### src/rtl/grey_scan_rx.sv
// grey_scan_rx: receiver for the 5-bit walking-grey digit stream of the LED ring.
// Synchronises and debounces i_grey, decodes each accepted symbol, and reassembles
// DP,hundreds,tens,ones frames into BCD digits plus a 10-bit binary value.
module grey_scan_rx #(
  parameter int STABLE_CYCLES = 16,
  parameter int SYM_CYCLES    = 20001
) (
  input  logic       i_clk,
  input  logic       i_rst,
  input  logic [4:0] i_grey,
  output logic       o_valid,
  output logic [3:0] o_100,
  output logic [3:0] o_010,
  output logic [3:0] o_001,
  output logic [9:0] o_bin,
  output logic       o_err,
  output logic       o_sync
);

  // Counter must reach the repeat-accept point without wrapping.
  localparam int CW = $clog2(STABLE_CYCLES + SYM_CYCLES + 1);
  localparam logic [CW-1:0] FIRST_ACC = CW'(STABLE_CYCLES - 1);
  localparam logic [CW-1:0] REP_ACC   = CW'(STABLE_CYCLES + SYM_CYCLES - 1);
  localparam logic [CW-1:0] RELOAD    = CW'(STABLE_CYCLES);

  typedef enum logic [1:0] {
    K_DIGIT = 2'd0,
    K_DP    = 2'd1,
    K_BLANK = 2'd2,
    K_ILL   = 2'd3
  } kind_e;

  typedef struct packed {
    kind_e      kind;
    logic [3:0] digit;
  } sym_t;

  typedef enum logic [2:0] {
    S_HUNT = 3'd0,
    S_D100 = 3'd1,
    S_D010 = 3'd2,
    S_D001 = 3'd3,
    S_WDP  = 3'd4
  } state_e;

  // Map a raw ring code to its symbol class and digit value.
  function automatic sym_t decode(input logic [4:0] code);
    sym_t s;
    s.kind  = K_DIGIT;
    s.digit = 4'd0;
    case (code)
      5'b10001: s.digit = 4'd0;
      5'b00001: s.digit = 4'd1;
      5'b00011: s.digit = 4'd2;
      5'b00010: s.digit = 4'd3;
      5'b00110: s.digit = 4'd4;
      5'b00100: s.digit = 4'd5;
      5'b01100: s.digit = 4'd6;
      5'b01000: s.digit = 4'd7;
      5'b11000: s.digit = 4'd8;
      5'b10000: s.digit = 4'd9;
      5'b10101: s.kind  = K_DP;
      5'b00000: s.kind  = K_BLANK;
      default:  s.kind  = K_ILL;
    endcase
    return s;
  endfunction

  logic [4:0]    r_sync1;
  logic [4:0]    r_sync2;
  logic [CW-1:0] r_cnt;
  state_e        r_state;
  logic [3:0]    r_h;
  logic [3:0]    r_t;

  logic          w_acc;
  sym_t          w_sym;
  state_e        w_state_nxt;
  logic          w_err;
  logic          w_ld_h;
  logic          w_ld_t;
  logic          w_ld_o;
  logic [9:0]    w_bin;

  assign w_sym = decode(r_sync2);
  // Accept once after the stable window, then once per symbol period while unchanged.
  assign w_acc = (r_cnt == FIRST_ACC) || (r_cnt == REP_ACC);

  // Shift-add conversion: h*100 = h*64+h*32+h*4, t*10 = t*8+t*2.
  assign w_bin = ({6'd0, r_h} << 6) + ({6'd0, r_h} << 5) + ({6'd0, r_h} << 2)
               + ({6'd0, r_t} << 3) + ({6'd0, r_t} << 1) + {6'd0, w_sym.digit};

  // Two-flop synchroniser for the asynchronous ring input.
  always_ff @(posedge i_clk) begin
    if (i_rst) begin
      r_sync1 <= 5'd0;
      r_sync2 <= 5'd0;
    end else begin
      r_sync1 <= i_grey;
      r_sync2 <= r_sync1;
    end
  end

  // Stability counter: restarts on any change of the synced code, reloads after a repeat accept.
  always_ff @(posedge i_clk) begin
    if (i_rst) begin
      r_cnt <= '0;
    end else if (r_sync1 != r_sync2) begin
      r_cnt <= '0;
    end else if (r_cnt == REP_ACC) begin
      r_cnt <= RELOAD;
    end else begin
      r_cnt <= r_cnt + CW'(1);
    end
  end

  // Frame FSM state register.
  always_ff @(posedge i_clk) begin
    if (i_rst) begin
      r_state <= S_HUNT;
    end else begin
      r_state <= w_state_nxt;
    end
  end

  // Frame FSM next-state and load/error decisions, evaluated only on an accept strobe.
  always_comb begin
    w_state_nxt = r_state;
    w_err       = 1'b0;
    w_ld_h      = 1'b0;
    w_ld_t      = 1'b0;
    w_ld_o      = 1'b0;
    if (w_acc) begin
      case (w_sym.kind)
        K_BLANK: w_state_nxt = S_HUNT;
        K_ILL: begin
          w_state_nxt = S_HUNT;
          w_err       = 1'b1;
        end
        K_DP: begin
          case (r_state)
            S_HUNT:  w_state_nxt = S_D100;
            S_WDP:   w_state_nxt = S_D100;
            S_D100, S_D010, S_D001: begin
              w_state_nxt = S_D100;
              w_err       = 1'b1;
            end
            default: w_state_nxt = S_HUNT;
          endcase
        end
        K_DIGIT: begin
          case (r_state)
            S_HUNT:  w_state_nxt = S_HUNT;
            S_D100: begin
              w_state_nxt = S_D010;
              w_ld_h      = 1'b1;
            end
            S_D010: begin
              w_state_nxt = S_D001;
              w_ld_t      = 1'b1;
            end
            S_D001: begin
              w_state_nxt = S_WDP;
              w_ld_o      = 1'b1;
            end
            S_WDP: begin
              w_state_nxt = S_HUNT;
              w_err       = 1'b1;
            end
            default: w_state_nxt = S_HUNT;
          endcase
        end
        default: w_state_nxt = S_HUNT;
      endcase
    end else begin
      w_state_nxt = r_state;
    end
  end

  // Internal digit holding registers; outputs only move when the ones digit completes a frame.
  always_ff @(posedge i_clk) begin
    if (i_rst) begin
      r_h <= 4'd0;
      r_t <= 4'd0;
    end else begin
      if (w_ld_h) r_h <= w_sym.digit;
      if (w_ld_t) r_t <= w_sym.digit;
    end
  end

  // Registered outputs: frame result, pulses and sync level.
  always_ff @(posedge i_clk) begin
    if (i_rst) begin
      o_valid <= 1'b0;
      o_err   <= 1'b0;
      o_sync  <= 1'b0;
      o_100   <= 4'd0;
      o_010   <= 4'd0;
      o_001   <= 4'd0;
      o_bin   <= 10'd0;
    end else begin
      o_valid <= w_ld_o;
      o_err   <= w_err;
      o_sync  <= (w_state_nxt != S_HUNT);
      if (w_ld_o) begin
        o_100 <= r_h;
        o_010 <= r_t;
        o_001 <= w_sym.digit;
        o_bin <= w_bin;
      end
    end
  end

endmodule
### config.mk
export PLATFORM = sky130hd
export DESIGN_NAME = grey_scan_rx
export DESIGN_NICKNAME = d
export VERILOG_FILES = /design/src/rtl/grey_scan_rx.sv
export SDC_FILE = /design/constraint.sdc
export NUM_CORES = 1
export LEC_CHECK = 0
export CORE_MARGIN = 2
export CORE_UTILIZATION = 40
export CTS_BUF_LIST = sky130_fd_sc_hd__clkbuf_4 sky130_fd_sc_hd__clkbuf_8 sky130_fd_sc_hd__clkbuf_16
export CTS_CLUSTER_SIZE = 20
export DETAILED_ROUTE_END_ITERATION = 6
export HOLD_SLACK_MARGIN = 0.15
export PLACE_DENSITY = 0.64
export SYNTH_ARGS = -nofsm -noshare
export SYNTH_HDL_FRONTEND = slang
export SYNTH_SLANG_ARGS = --single-unit
### constraint.sdc
create_clock -name i_clk -period 3.5 [get_ports i_clk]
set_input_delay 1.05 -clock i_clk [delete_from_list [all_inputs] [get_ports i_clk]]
set_output_delay 1.05 -clock i_clk [all_outputs]
set_load 0.005 [all_outputs]
### Word-level counts from Yosys, hierarchy flattened

Index checks and enable logic that the tools add are counted.

| word-level totals | value |
|---|---|
| flip-flop bits (word level) | 61 |
| input port bits | 7 |
| output and inout port bits | 25 |
| logic and storage cells | 73 |

| operators by class | value |
|---|---|
| add/sub/neg operators | 6 |
| bitwise logic cells | 1 |
| equality and inequality tests | 21 |
| mux-type cells | 19 |
| reduce and logical (&&, ||, !) cells | 12 |

Operators by type and width:

| kind | count |
|---|---|
| $pmux 4 s9 | 1 |
| $eq 5x5->1 const B | 4 |
| $pmux 3 s3 | 2 |
| $add 15x1->15 const B | 1 |
| $eq 15x15->1 const B | 1 |
| $eq 15x4->1 const B | 1 |
| $mux 1 | 12 |
| $add 10x4->10 | 1 |
| $add 10x5->10 | 1 |
| $add 10x6->10 | 1 |
| $add 10x7->10 | 1 |
| $add 10x9->10 | 1 |
| $eq 5x2->1 const B | 2 |
| $eq 5x3->1 const B | 2 |
| $eq 5x4->1 const B | 2 |
| $reduce_or 10->1 | 1 |
| $eq 3x2->1 const B | 2 |
| $pmux 2 s3 | 1 |
| $reduce_or 2->1 | 3 |
| $reduce_or 3->1 | 2 |
| $eq 5x1->1 const B | 1 |
| $logic_not 5->1 | 1 |
| $mux 5 | 1 |
| $ne 5x5->1 | 1 |
| 12 further kinds | 13 |

### Depth between registers and ports, before layout

| depth | value |
|---|---|
| depth after elaboration | 8 |
| gate-level depth with buffers | 14 |
| gate-level depth less buffers | 13 |

### Worst setup path after synthesis

OpenSTA, ideal clock, no wires.

| path | value |
|---|---|
| path kind | register to register |
| from | reg r_sync2[2] |
| to | reg o_bin[9] |
| period minus slack after synthesis | 3.383 ns |
| data arrival time | 3.253 ns |
| data required time | 3.369 ns |
| slack | 0.117 ns |
| setup time | 0.131 ns |
| cell stages (with the launch flop) | 15 |
| path buffers | 1 |
| path through | dfxtp_1 -> buf_2 -> nor2b_1 -> a21oi_1 -> or3_1 -> fa_1 -> fa_1 -> inv_1 -> ha_1 -> fa_1 -> a211oi_1 -> o21bai_1 -> a21oi_1 -> xnor2_1 -> o31ai_1 |

| between the ends | value |
|---|---|
| cells in the longest elaborated chain, start to end | 6 |
| elaborated cells on any way between the ends | 19 |
| classes of those cells | 1 x add/sub; 11 x eq/ne; 4 x mux; 3 x reduce/logical |

RTL lines:

| what | line | source |
|---|---|---|
| start: declaration | 70 | `logic [4:0] r_sync2;` |
| start signal: assignment | 100 | `r_sync2 <= r_sync1;` |
| parallel branches: the longest is 6 deep, another holds $add 10x4->10 | - |  |
| end signal: assignment | 209 | `o_bin <= w_bin;` |
| end: declaration | 15 | `output logic [9:0] o_bin,` |

Parallel ways; which one is timed is not known.
A chain may end at the register's enable or synchronous reset.

### Worst setup path in the final report

| path | value |
|---|---|
| from | reg r_sync2[3] |
| to | reg o_bin[9] |

The elaborated chain is that of the path after synthesis.

==> results.cfg <==
[status]
status = finished, final reports clean

[clock_tree]
clockBufferDepth = 2
cts_htree_levels = 3
cts_sinks = 60
root_buffer = clkbuf_8
clkLatencyLatePin_ns = 0.34
cts_tree = done
clk_pin_slew_worst_paths_ns = 0.07
cts_setup_buffers = 0
postCtsHoldBufs = 0
numCtsBuffers = 9

[placed_design]
hpwl_mm = 4.39
gp_congestion = 0.809
port-buffer-count = 31
post-place-ws_ns = 0.0707
dp.cells = 460

[critical_path]
critPathKind = reg -> reg
reg2reg_depth = 13
required_ns = 3.76
crit_fanout = 7
cp.arrival_ns = 3.56
start_kind = flip-flop
critPathSlowestCell = fa_1
cp-end-kind = flip-flop
path_cells = nor2b_2 > a21oi_1 > or3_1 > fa_1 > fa_1 > inv_1 > ha_1 > fa_2 > a211oi_2 > o21bai_1 > a21oi_1 > xnor2_1 > o31ai_1
critical_path.max_stage_delay_ns = 0.48
crit_cells = 13
path_delay_family = adder cells
worstPathBufferInverterCount = 1

[logic_synthesis]
synth_top_area_cell = dfxtp_1
synth_area_um2 = 3120
netlist_top_cells_area = dfxtp_1 38%, ha_1 6.8%, fa_1 4.5%
seq_area_frac_synth_pct = 38.4
synth_cells = 340
synth_seq_cells = 60
ys_types = 48
synth.avg_cell_area_um2 = 9.19
postSynthNetCount = 371
yosysWarnings = 0
synth_top_area_share_pct = 38.4

[timing]
slew_violations = 0
finalCriticalPeriod_ns = 3.30
finClkSkew_ns = 0.00679
fmax_mhz = 303
layout_setup_ws_ns = 0.200
setup_viol = 0
period_share_pct = 94.3
slew_headroom_pct = 31.5
tightest_slew_ns = 1.03
hold_viol = 0

[grt]
grt_overflow = 0
grt_use_total_pct = 16.4
grt_max_degree = 35
grt_pass1_wl_mm = 11.1
grt_pass1_vias = 2339
antenna_found_initial = 0

[min_path]
hold_depth = 2
hp-class = reg -> reg

[die]
io_pins = 32
coreArea_um2 = 7650
die_height_um = 92.4
start_util_pct = 40.9
num_rows = 32
die_area_um2 = 8530
die_x_um = 92.4

[power]
p_total_w = 0.00136
p_switching_w = 0.000301
cellLeakagePower_nw = 1.48
intPower_w = 0.00106
peakVddDrop_mv = 0.161
p_sw_share_pct = 22.1
p_seq_share_pct = 51.1
pwr-share-comb_pct = 4.7
power_density_nw_per_um2 = 366
power.share.clock_pct = 44.2

[cells_and_area]
nets = 400
num_antenna_cells = 0
fin_cells = 476
drive_above_1_share_pct = 10.7
synthToLayoutAreaGrowth_pct = 18.7
layout_common_cells = 60 x dfxtp_1, 30 x clkdlybuf4s50_1, 26 x a21oi_1, 22 x nor2_1, 22 x nand3_1
layout_commonest_cell = dfxtp_1

[route]
drtAntennaViolNets = 0
wl_per_cell_um = 13.2
drc_errors = 0
totalWireLength_mm = 6.29
vias = 2439
dr.pass1.iters = 4
vias_per_cell = 5.12
first_iter_violations = 68

[run]
cap_viol_max_count = 0
-- worst min-delay path, cell delays in order, from the launching register on --
cell	delay (ns)
dfxtp_1	0.31
o21ai_0	0.06
a21oi_1	0.06
-- per-stage QoR --
stage | setup TNS [ns] | cell area (µm²) | util [%] | hold slack [ns]
2_1_floorplan | 0 | 3120 | - | 0.438
3_3_place_gp | 0 | 3510 | 45.9 | 0.459
3_5_place_dp | 0 | 3510 | 45.9 | 0.471
4_1_cts | 0 | 3700 | 48.4 | 0.481
5_1_grt | -0.0237 | 3710 | 48.5 | 0.492
6_report | 0 | 3710 | 48.5 | 0.478
-- worst paths after layout --
| check | startpoint | slack, ns | to |
|---|---|---|---|
| min reg2reg | o_bin[3]$_SDFFE_PP0P_ | 0.48 | o_bin[3]$_SDFFE_PP0P_ |
| min | o_bin[3]$_SDFFE_PP0P_ | 0.48 | o_bin[3]$_SDFFE_PP0P_ |
| max | r_sync2[3]$_SDFF_PP0_ | 0.20 | o_bin[9]$_SDFFE_PP0P_ |
| max reg2reg | r_sync2[3]$_SDFF_PP0_ | 0.20 | o_bin[9]$_SDFFE_PP0P_ |
-- cell families (layout without fill, tap and decap cells) --
family	Yosys count	after routing	synth area share (%)
DFF	60	60	38.4
and+or+nand+nor	116	116	22.1
muxes	8	8	2.56
buffers and inverters	34	68	4.93
AOI/OAI and AO/OA	74	74	14.0
adders and majority gates	24	24	11.3
xor gates and xnor gates	24	24	6.73
-- power groups by stage --
stage | sequential (W) | combinational, W | clock, W
after floorplan | 0.000708 | 0.0000463 | 0
after global placement | 0.000709 | 0.0000629 | 0
after detailed placement | 0.000709 | 0.0000627 | 0
after CTS | 0.000694 | 0.0000633 | 0.000620
after global routing | 0.000694 | 0.0000707 | 0.000655
final | 0.000694 | 0.0000632 | 0.000601
-- sequential cells by signal, indices dropped and copies added (netlist names), 3 cells and up --
name     cells
o_010        4
r_sync1      5
r_h          4
r_t          4
r_cnt       15
r_state      3
o_001        4
o_100        4
r_sync2      5
o_bin        9
-- routing by layer --
layer	wire length, µm	vias to the layer above	GRT usage, %
met5	0	-	0
met4	59	0	6.34
met3	210	9	4.64
met2	2750	30	24.1
met1	3270	1147	22.8
li1	-	1253	-
-- synthesized netlist by cell type (all sizes together) --
cell type / number
a2111oi: 1
a211oi: 3
a21o: 3
a21oi: 26
a221oi: 1
a311oi: 2
and3: 3
and4: 1
buf: 9
clkbuf: 11
dfxtp: 60
fa: 7
ha: 17
inv: 14
mux2i: 8
nand2: 11
nand2b: 9
nand3: 22
nand4: 5
nand4b: 1
nor2: 22
nor2b: 18
nor3: 5
nor3b: 3
nor4: 4
nor4b: 1
o21a: 1
o21ai: 28
o21bai: 3
o22ai: 2
o311ai: 2
o31ai: 2
or2: 2
or3: 4
or4: 5
xnor2: 14
xor2: 10
-- cell type report --
class                   count  area, µm²
repair buffers             38        358
inverters                  14       52.6
clock buffers              11        139
multi-input cells         246       1780
well taps                 102        128
clock inverters             5       52.6
flip-flops and latches     60       1200
fillers                   733       3940
-- what timing repair did --
item,CTS,global route
endpoints found under the setup margin,0,2
gates resized for setup,0,4
endpoints found under the hold margin,0,0
(Power assumes the default switching activity.)
